**src/rtl/omap_writeback_ctrl.sv**
```systemverilog
// Output-map write-back sequencer: snapshots the omap buffer, walks its entries in
// order and issues one handshaked BRAM write per valid entry, then flags tile completion.
module omap_writeback_ctrl #(
  parameter int NUM_PE = 16
) (
  input  logic              clk,
  input  logic              rst_n,
  input  logic              tile_start,
  input  logic [NUM_PE-1:0] valid_mask,
  output logic              omap_load,
  output logic [4:0]        done,
  input  logic [3:0]        bram_sel_in,
  input  logic [9:0]        bram_addr_in,
  output logic              wr_en,
  input  logic              wr_ready,
  output logic [3:0]        wr_bram_sel,
  output logic [9:0]        wr_addr,
  output logic [3:0]        wr_pe_idx,
  output logic              busy,
  output logic              tile_done,
  output logic [4:0]        wr_count,
  output logic              overrun,
  input  logic              clr_overrun
);

  typedef enum logic [1:0] {
    IDLE  = 2'd0,
    SCAN  = 2'd1,
    WRITE = 2'd2,
    FIN   = 2'd3
  } state_t;

  localparam logic [4:0] LAST_DONE = 5'(NUM_PE);

  state_t            state_r;
  logic [NUM_PE-1:0] mask_r;
  logic [15:0]       mask_ext_s;
  logic [3:0]        scan_idx_s;

  // Entry under examination is done-1; mask widened so any NUM_PE indexes with 4 bits.
  assign mask_ext_s = 16'(mask_r);
  assign scan_idx_s = done[3:0] - 4'd1;

  // The buffer must capture its snapshot on the very edge we leave IDLE, hence combinational.
  assign omap_load   = tile_start & (state_r == IDLE);
  assign wr_bram_sel = wr_en ? bram_sel_in  : 4'd0;
  assign wr_addr     = wr_en ? bram_addr_in : 10'd0;

  // Sequencer FSM with registered status and handshake outputs.
  always_ff @(posedge clk) begin
    if (!rst_n) begin
      state_r   <= IDLE;
      mask_r    <= '0;
      done      <= 5'd0;
      wr_en     <= 1'b0;
      wr_pe_idx <= 4'd0;
      busy      <= 1'b0;
      tile_done <= 1'b0;
      wr_count  <= 5'd0;
      overrun   <= 1'b0;
    end else begin
      // A new overrun takes priority over a simultaneous clear.
      if (tile_start && busy) begin
        overrun <= 1'b1;
      end else if (clr_overrun) begin
        overrun <= 1'b0;
      end else begin
        overrun <= overrun;
      end

      case (state_r)
        IDLE: begin
          if (tile_start) begin
            mask_r   <= valid_mask;
            done     <= 5'd1;
            wr_count <= 5'd0;
            busy     <= 1'b1;
            state_r  <= SCAN;
          end else begin
            state_r  <= IDLE;
          end
        end

        SCAN: begin
          if (mask_ext_s[scan_idx_s]) begin
            wr_en     <= 1'b1;
            wr_pe_idx <= scan_idx_s;
            state_r   <= WRITE;
          end else if (done == LAST_DONE) begin
            tile_done <= 1'b1;
            state_r   <= FIN;
          end else begin
            done      <= done + 5'd1;
            state_r   <= SCAN;
          end
        end

        WRITE: begin
          // wr_en is always high here, so wr_ready alone marks the accept.
          if (wr_ready) begin
            wr_en    <= 1'b0;
            wr_count <= wr_count + 5'd1;
            if (done == LAST_DONE) begin
              tile_done <= 1'b1;
              state_r   <= FIN;
            end else begin
              done      <= done + 5'd1;
              state_r   <= SCAN;
            end
          end else begin
            state_r <= WRITE;
          end
        end

        FIN: begin
          tile_done <= 1'b0;
          busy      <= 1'b0;
          done      <= 5'd0;
          state_r   <= IDLE;
        end

        default: begin
          wr_en     <= 1'b0;
          tile_done <= 1'b0;
          busy      <= 1'b0;
          done      <= 5'd0;
          state_r   <= IDLE;
        end
      endcase
    end
  end

endmodule

```
**config.mk**
```make
export PLATFORM = sky130hd
export DESIGN_NAME = omap_writeback_ctrl
export DESIGN_NICKNAME = d
export VERILOG_FILES = /design/src/rtl/omap_writeback_ctrl.sv
export SDC_FILE = /design/constraint.sdc
export NUM_CORES = 1
export LEC_CHECK = 0
export ABC_CLOCK_PERIOD_IN_PS = 2250
export CORE_UTILIZATION = 40
export DETAILED_ROUTE_END_ITERATION = 8
export PLACE_DENSITY_LB_ADDON = 0.1
export REMOVE_ABC_BUFFERS = 1
export SETUP_SLACK_MARGIN = 0.1
export SLEW_MARGIN = 15
export SYNTH_ARGS = -nofsm -noshare
export SYNTH_HDL_FRONTEND = slang
export SYNTH_SLANG_ARGS = --single-unit
```
**constraint.sdc**
```tcl
create_clock -name clk -period 2.25 [get_ports clk]
set_input_delay 0.45 -clock clk [delete_from_list [all_inputs] [get_ports clk]]
set_output_delay 0.45 -clock clk [all_outputs]
set_load 0.005 [all_outputs]
```
==> metrics.md <==
| Metric | Value |
|---|---|
| I/O pin count | `68` |
| Post-CTS Hold Buffers | `0` |
| Seq/Total Area, Yosys | `0.367` |
| Clk sinks | `36` |
| Worst hold slack | `463 ps` |
| Number of setup violations in the final report | `0` |
| Clk buf depth | `2` |
| Metal-1 WL | `2030 um` |
| Final Cycle Share | `0.985` |
| Worst path arrival time | `2410 ps` |
| Initial antenna violation count | `0` |
| Top cell by count, worst path | `buf_6` |
| Latest clock arrival within the worst-skew pair | `290 ps` |
| Global-route wire length before repair | `7600 um` |
| CP delay by family, top | `multiplexers` |
| Critical-path cell list | `buf_6 -> mux2_4 -> mux4_2 -> nand3b_4 -> o21ai_4 -> buf_6 -> o311a_4 -> a31o_1` |
| Yosys warnings | `0` |
| Crit start category | `flip-flop` |
| Remaining antenna violation count after routing | `0` |
| Status | `complete, no violations` |
| Cell Area, Synth | `0.00197 mm^2` |
| FFs w/ async S/R, synth | `0` |
| DP HPWL | `3430 um` |
| Peak VDD IR | `460 uV` |
| Worst path bufs/invs | `2` |
| Core box area | `0.00472 mm^2` |
| Metal2 WL | `2270 um` |
| Vias | `1850` |
| Final WL | `4620 um` |
| Vias in the first global route | `1691` |
| Max Clk Rate | `0.451 GHz` |
| NumNets Final | `360` |
| Yosys reg bits | `36` |
| Antenna diodes | `0` |
| Pre-CTS WS | `-27.2 ps` |
| Gpl congestion | `0.815` |
| Crit path largest cell delay | `520 ps` |
| Die area | `0.00520 mm^2` |
| TritonRoute pass-1 iters | `4` |
| Tmin final | `2220 ps` |
| Relative slew slack | `0.775` |
| Initial Utilization | `0.416` |
| Power Density | `558 mW/mm^2` |
| Total gr overflow | `0` |
| Synth cell types | `46` |
| DR vias/cell | `4.81` |
| Setup Skew | `5.81 ps` |
| Synth Flop Type | `dfxtp_1` |
| Unrepaired setup endpoints after global routing | `yes` |
| Clk slew on worst S/H paths | `70 ps` |
| I/O Buffers | `67` |
| Width of the die | `72.1 um` |
| Worst EP required | `2440 ps` |
| Maxcap violations | `0` |
| Wire per inst | `12.0 um` |
| EDFF count, synth | `0` |
| Die Height | `72.1 um` |
| CP Max Fanout | `8` |
| DRT iter0 DRCs | `43` |
| Area Overhead vs Synth | `55.7%` |
| Syn_area_per_cell | `8.58 um^2` |
| Share of layout cells above drive strength 1 | `0.182` |
| Final Max Slew Viols | `0` |
| Crit. End Element | `flip-flop` |
| Largest net degree at the start of global routing | `21` |
| H-Tree Depth | `2` |
| # DRC | `0` |
| GRT Overall Usage | `0.186` |
| Leakage | `0.00125 uW` |
| Worst Path Class, Setup | `reg -> reg` |
| Critical path's slowest cell | `mux4_2` |
| Worst Tran Pin Value | `335 ps` |
| Final hold vios | `0` |
| Mapped Cells | `229` |
| Met3 Routed Length | `257 um` |
| CTS tree | `built` |
| Final WS setup | `33.7 ps` |
| Total CTS buffers | `5` |
| Clock Tree Root | `clkbuf_8` |
| Worst hold path type | `reg -> reg` |
| # rows | `25` |
| Top Metal Used | `met4` |
==> per-layer routing <==
| metal | track usage | vias up |
|---|---|---|
| li1 | - | 951 |
| met1 | 0.221 | 842 |
| met2 | 0.320 | 52 |
| met3 | 0.0528 | 5 |
| met4 | 0.0654 | 0 |
| met5 | 0 | - |
==> path summary, 6_finish.rpt <==
check | from | end | slack [ps] | cells past startpoint
setup / recovery | done[0] | done[4] | 30 | 8
hold reg to reg | mask_ext_s[6] | mask_ext_s[6] | 460 | 2
hold / removal | mask_ext_s[6] | mask_ext_s[6] | 460 | 2
setup reg to reg | done[0] | done[4] | 30 | 8
==> cell families (layout without fill, tap and decap cells) <==
family / Yosys count / count (layout) / synth area share
adder cells (fa/ha/maj): 8 / 8 / 0.0509
flip-flops: 36 / 36 / 0.367
AO/OA/AOI/OAI: 47 / 47 / 0.183
buffers and inverters: 23 / 112 / 0.0592
AND/OR/NAND/NOR: 101 / 101 / 0.245
multiplexers: 8 / 8 / 0.0681
XOR/XNOR: 6 / 6 / 0.0267
==> power by group <==
group | total, uW | switching (uW) | internal [uW]
clock | 480 | 231 | 250
combinational | 528 | 221 | 307
sequential | 701 | 25.1 | 676
==> through the flow <==
step           total power [uW]  instance area, um^2  setup TNS, ps  instances  utilization
2_1_floorplan               917                 1890          -1400        216            -
3_3_place_gp               1150                 2810              0        372        0.594
3_5_place_dp               1150                 2810          -81.3        372        0.594
4_1_cts                    1700                 3000              0        382        0.636
5_1_grt                    1810                 3060          -11.4        385        0.648
6_report                   1710                 3060              0        385        0.648
==> final cells by class <==
cell class / instances / area [um^2]
fillers: 394 / 1660
multi-input cells: 170 / 1240
repair buffers: 94 / 881
flip-flops and latches: 36 / 724
clock buffers: 8 / 90.1
well taps: 67 / 83.8
inverters: 10 / 40.0
==> Yosys cell counts (3+ instances only) <==
master    count  area, um^2
and2_1       14        87.6
nor2b_1       6        37.5
a21boi_0     18         135
a21oi_1       3        15.0
ha_1          8         100
nand3_1       5        25.0
nor2_1       14        52.6
clkbuf_1      8        30.0
xor2_1        4        35.0
nand2_1      49         184
nand2b_1      3        18.8
dfxtp_1      36         721
o211a_1       3        30.0
inv_1         8        30.0
o21ai_0       7        35.0
==> cell usage in the layout, fill, tap and decap left out, types with 2 or more instances in the layout <==
cell type        count
clkdlybuf4s50_1     67
nand2_1             48
dfxtp_1             35
buf_4               25
a21boi_0            18
and2_1              14
nor2_1              14
inv_1                6
o21ai_0              6
nor2b_1              6
ha_1                 6
clkbuf_8             6
nand3_1              5
mux2_4               4
mux4_2               3
nand2b_1             3
a21oi_1              3
xor2_1               3
o211a_1              3
inv_2                2
a31o_1               2
o21ai_1              2
o311a_1              2
a41o_1               2
nand4_1              2
a22oi_1              2
ha_4                 2
clkbuf_1             2
buf_6                2
==> worst reg2reg max path, cell delays in order (launching register included) <==
cell,delay (ps)
dfxtp_4,370
buf_6,130
mux2_4,300
mux4_2,520
nand3b_4,110
o21ai_4,100
buf_6,130
o311a_4,290
a31o_1,170
==> sequential cells by signal (all words and copies together), names as in the netlist <==
register	count
wr_pe_idx	4
done	5
busy	1
tile_done	1
overrun	1
mask_ext_s	16
wr_count	5
state_r	2
wr_en	1
==> timing repair <==
| action | in CTS | in global routing |
|---|---|---|
| setup buffers | 2 | 3 |
| setup endpoints to repair | 6 | 12 |
| resized for setup | 18 | 10 |
| pin swaps | 3 | 6 |
Note: power is estimated with default switching activity, not from simulation.
==> edit 1: new RTL, config.mk and constraints unchanged <==
Set the parameter `NUM_PE` to 8 (it was 16).
--- a/src/rtl/omap_writeback_ctrl.sv
+++ b/src/rtl/omap_writeback_ctrl.sv
@@ -1,7 +1,7 @@
 // Output-map write-back sequencer: snapshots the omap buffer, walks its entries in
 // order and issues one handshaked BRAM write per valid entry, then flags tile completion.
 module omap_writeback_ctrl #(
-  parameter int NUM_PE = 16
+  parameter int NUM_PE = 8
 ) (
   input  logic              clk,
   input  logic              rst_n,
Ports: changed (resized valid_mask); port bits go from 68 to 60. No check against the original RTL was run, so the function may have changed too.
==> edit 1 against the original RTL <==
Wire length down 22%. Critical path type is now input pin to primary output. Cell area down 22%. Area after synthesis down 19%. Final cell count down 21%. Hold slack better by 0.0015 ns. Via count down 17%. Setup slack better by 0.15 ns. Total power down 30%. Largest power group unchanged. Sequential cell count down 8.
==> edit 1: results <==
INSERT INTO impl_metrics (metric_group, metric, value, unit) VALUES
('place', 'place.port_buffers', '59', ''),
('routing', 'drt-vias-per-instance', '5.016', ''),
('global_routing', 'grt_use_total', '0.1802', ''),
('clocking', 'cts_post_setup_buffers_inserted', '0', ''),
('logic_synthesis', 'yosysUniqueCellTypes', '42', ''),
('setup_path', 'critPathLaunch', 'tile_start', ''),
('pwr', 'clk-power', '321', 'uW'),
('setup_path', 'critical_path_data_arrival_time', '1.62', 'ns'),
('place', 'detailed_place.area', '0.002301', 'mm2'),
('setup_path', 'r2r_slack', '0.21', 'ns'),
('clocking', 'clkTransAtPathRegs', '0.10', 'ns'),
('setup_path', 'crit_end', 'omap_load', ''),
('global_routing', 'grt_pass1_wl', '6037', 'um'),
('routing', 'drt_first_iter_violations', '28', ''),
('clocking', 'cts_h_tree_depth', '1', ''),
('timing', 'maxSlewHeadroom', '0.6184', ''),
('final_layout', 'fin_nets', '293', ''),
('routing', 'met3RoutedLength', '294', 'um'),
('global_routing', 'vias_in_the_first_global_route', '1378', ''),
('routing', 'wl_met2', '1671', 'um'),
('logic_synthesis', 'muxShareOfSynthArea', '0.03783', ''),
('outcome', 'outcome', 'completed', ''),
('final_layout', 'fraction_of_layout_instances_using_a_drive_strength_above_1', '0.1206', ''),
('setup_path', 'worst_r2r_path_depth', '9', ''),
('place', 'finalWeightedCongestion', '0.7613', ''),
('logic_synthesis', 'synthAdderAreaFrac', '0.06304', ''),
('timing', 'skew', '0.001781', 'ns');
## edit 1: changes by cell type after synthesis, sizes merged, moves of 3 or more
cell    change
nand2      -18
a21boi      -9
dfxtp       -8
nor2        -7
mux2i       +5
mux2        -4
a31oi       +3
clkbuf      -3
mux4        -3
nor4        +3
o22ai       +3
o311a       -3
## edit 1: worst max-delay path: cells and delay by family
family | cells | cell delay [ns]
buffers and inverters | 3 | 1.08
AND/OR/NAND/NOR | 1 | 0.09
## edit 1: metrics by stage
step / setup TNS (ns) / instances / total power (uW) / hold WS (ns) / worst slack, ns
global route: 0 / 305 / 1251 / 0.4844 / 0.1143
CTS: 0 / 305 / 1176 / 0.4695 / 0.1204
floorplan: -0.3202 / 179 / 705.1 / 0.4261 / -0.1335
global placement: 0 / 301 / 854.8 / 0.4511 / 0.1618
finish: 0 / 305 / 1190 / 0.4645 / 0.1789
detailed placement: 0 / 301 / 859.0 / 0.4546 / 0.1030
## edit 1: timing repair
| action | 4_1_cts | 5_1_grt |
|---|---|---|
| gates resized for setup | 2 | 7 |
| setup endpoints to repair | 2 | 10 |
| pin swaps | 0 | 4 |
| hold buffers | 0 | 0 |
## edit 1: final cells by class
cell class	count	area, um2
clock buffer	4	55.05
fill	340	1343
inverter	9	33.78
multi-input combinational	142	987.2
sequential	28	561.8
tap	48	60.06
timing repair buffer	74	703.2
## edit 1: per-layer routing
| layer | up-vias | track usage |
|---|---|---|
| li1 | 788 | - |
| met1 | 685 | 0.2142 |
| met2 | 53 | 0.3138 |
| met3 | 4 | 0.04049 |
| met4 | 0 | 0.06389 |
| met5 | - | 0 |
==> edit 2: new RTL, same settings <==
Without the edit above. Re-encode `state_t` (4 states) as one-hot, 4 bits wide.
--- a/src/rtl/omap_writeback_ctrl.sv
+++ b/src/rtl/omap_writeback_ctrl.sv
@@ -23,11 +23,11 @@
   input  logic              clr_overrun
 );
 
-  typedef enum logic [1:0] {
-    IDLE  = 2'd0,
-    SCAN  = 2'd1,
-    WRITE = 2'd2,
-    FIN   = 2'd3
+  typedef enum logic [3:0] {
+    IDLE  = 4'b0001,
+    SCAN  = 4'b0010,
+    WRITE = 4'b0100,
+    FIN   = 4'b1000
   } state_t;
 
   localparam logic [4:0] LAST_DONE = 5'(NUM_PE);
Check against the original RTL: no difference found for any inputs over 10 cycles, from zero or initial values and one cycle with rst_n low; not proved beyond that.
==> edit 2 against the original RTL <==
Wire length rose by 9.0%. Total power rose by 4.9%. Synthesized cell count fell by 0.87%. Setup slack improved by 0.14 ns. Sequential cell count rose by 2. Die area rose by 1.4%. Cell area fell by 0.16%. Via count rose by 3.9%. Area after synthesis rose by 1.5%. Critical endpoint is now done[1]$_SDFFE_PN0P_.
==> edit 2: results <==
INSERT INTO impl_metrics (metric_group, metric, value, unit) VALUES
('global_routing', 'vias_in_the_first_global_route', '1794', ''),
('routing', 'wire_per_inst', '13.11', 'um'),
('place', 'detailed_place.area', '0.002826', 'mm2'),
('logic_synthesis', 'area_share_of_xor_xnor_cells_in_the_synthesized_design', '0.04454', ''),
('logic_synthesis', 'muxShareOfSynthArea', '0.03890', ''),
('logic_synthesis', 'synth_top_area_frac', '0.3814', ''),
('final_layout', 'num-fill-cells', '422', ''),
('routing', 'vias', '1922', ''),
('setup_path', 'r2r_slack', '0.18', 'ns'),
('global_routing', 'grt_start_max_net_pins', '19', ''),
('final_layout', 'fraction_of_layout_instances_using_a_drive_strength_above_1', '0.2082', ''),
('logic_synthesis', 'netlist_top_cells_count', 'nand2_1, dfxtp_1, a21oi_1', ''),
('global_routing', 'grt_use_total', '0.2078', ''),
('place', 'finalWeightedCongestion', '0.8474', ''),
('clocking', 'cts_post_setup_buffers_inserted', '0', ''),
('timing', 'skew', '0.01003', 'ns'),
('logic_synthesis', 'yosysUniqueCellTypes', '48', ''),
('outcome', 'outcome', 'completed', ''),
('setup_path', 'critical_path.max_stage_delay', '0.37', 'ns'),
('place', 'placed_cells_incl_taps', '369', '');
edit 2: area by class of cell:
| cell class | count | area, um2 | share of cell area |
|---|---|---|---|
| sequential | 38 | 774.5 | 0.2535 |
| clock buffer | 5 | 68.82 | 0.02252 |
| clock inverter | 3 | 40.04 | 0.01310 |
| tap | 67 | 83.83 | 0.02744 |
| multi-input combinational | 176 | 1219 | 0.3989 |
| inverter | 5 | 23.77 | 0.007781 |
| timing repair buffer | 90 | 845.8 | 0.2768 |
edit 2: layer usage:
metal | up-vias | share of wire | wire length (um) | global-route usage
met3 | 12 | 0.073 | 370 | 0.05525
met2 | 78 | 0.48 | 2411 | 0.3468
li1 | 969 | - | - | -
met5 | - | 0 | 0 | 0
met1 | 863 | 0.42 | 2137 | 0.2463
met4 | 0 | 0.023 | 116 | 0.1046
edit 2: power by group through the flow:
stage	registers [uW]	logic (uW)	clock network, uW
CTS	751	439	590
global placement	764	426	0
global route	756	505	634
floorplan	762	227	0
finish	750	463	579
detailed placement	765	428	0
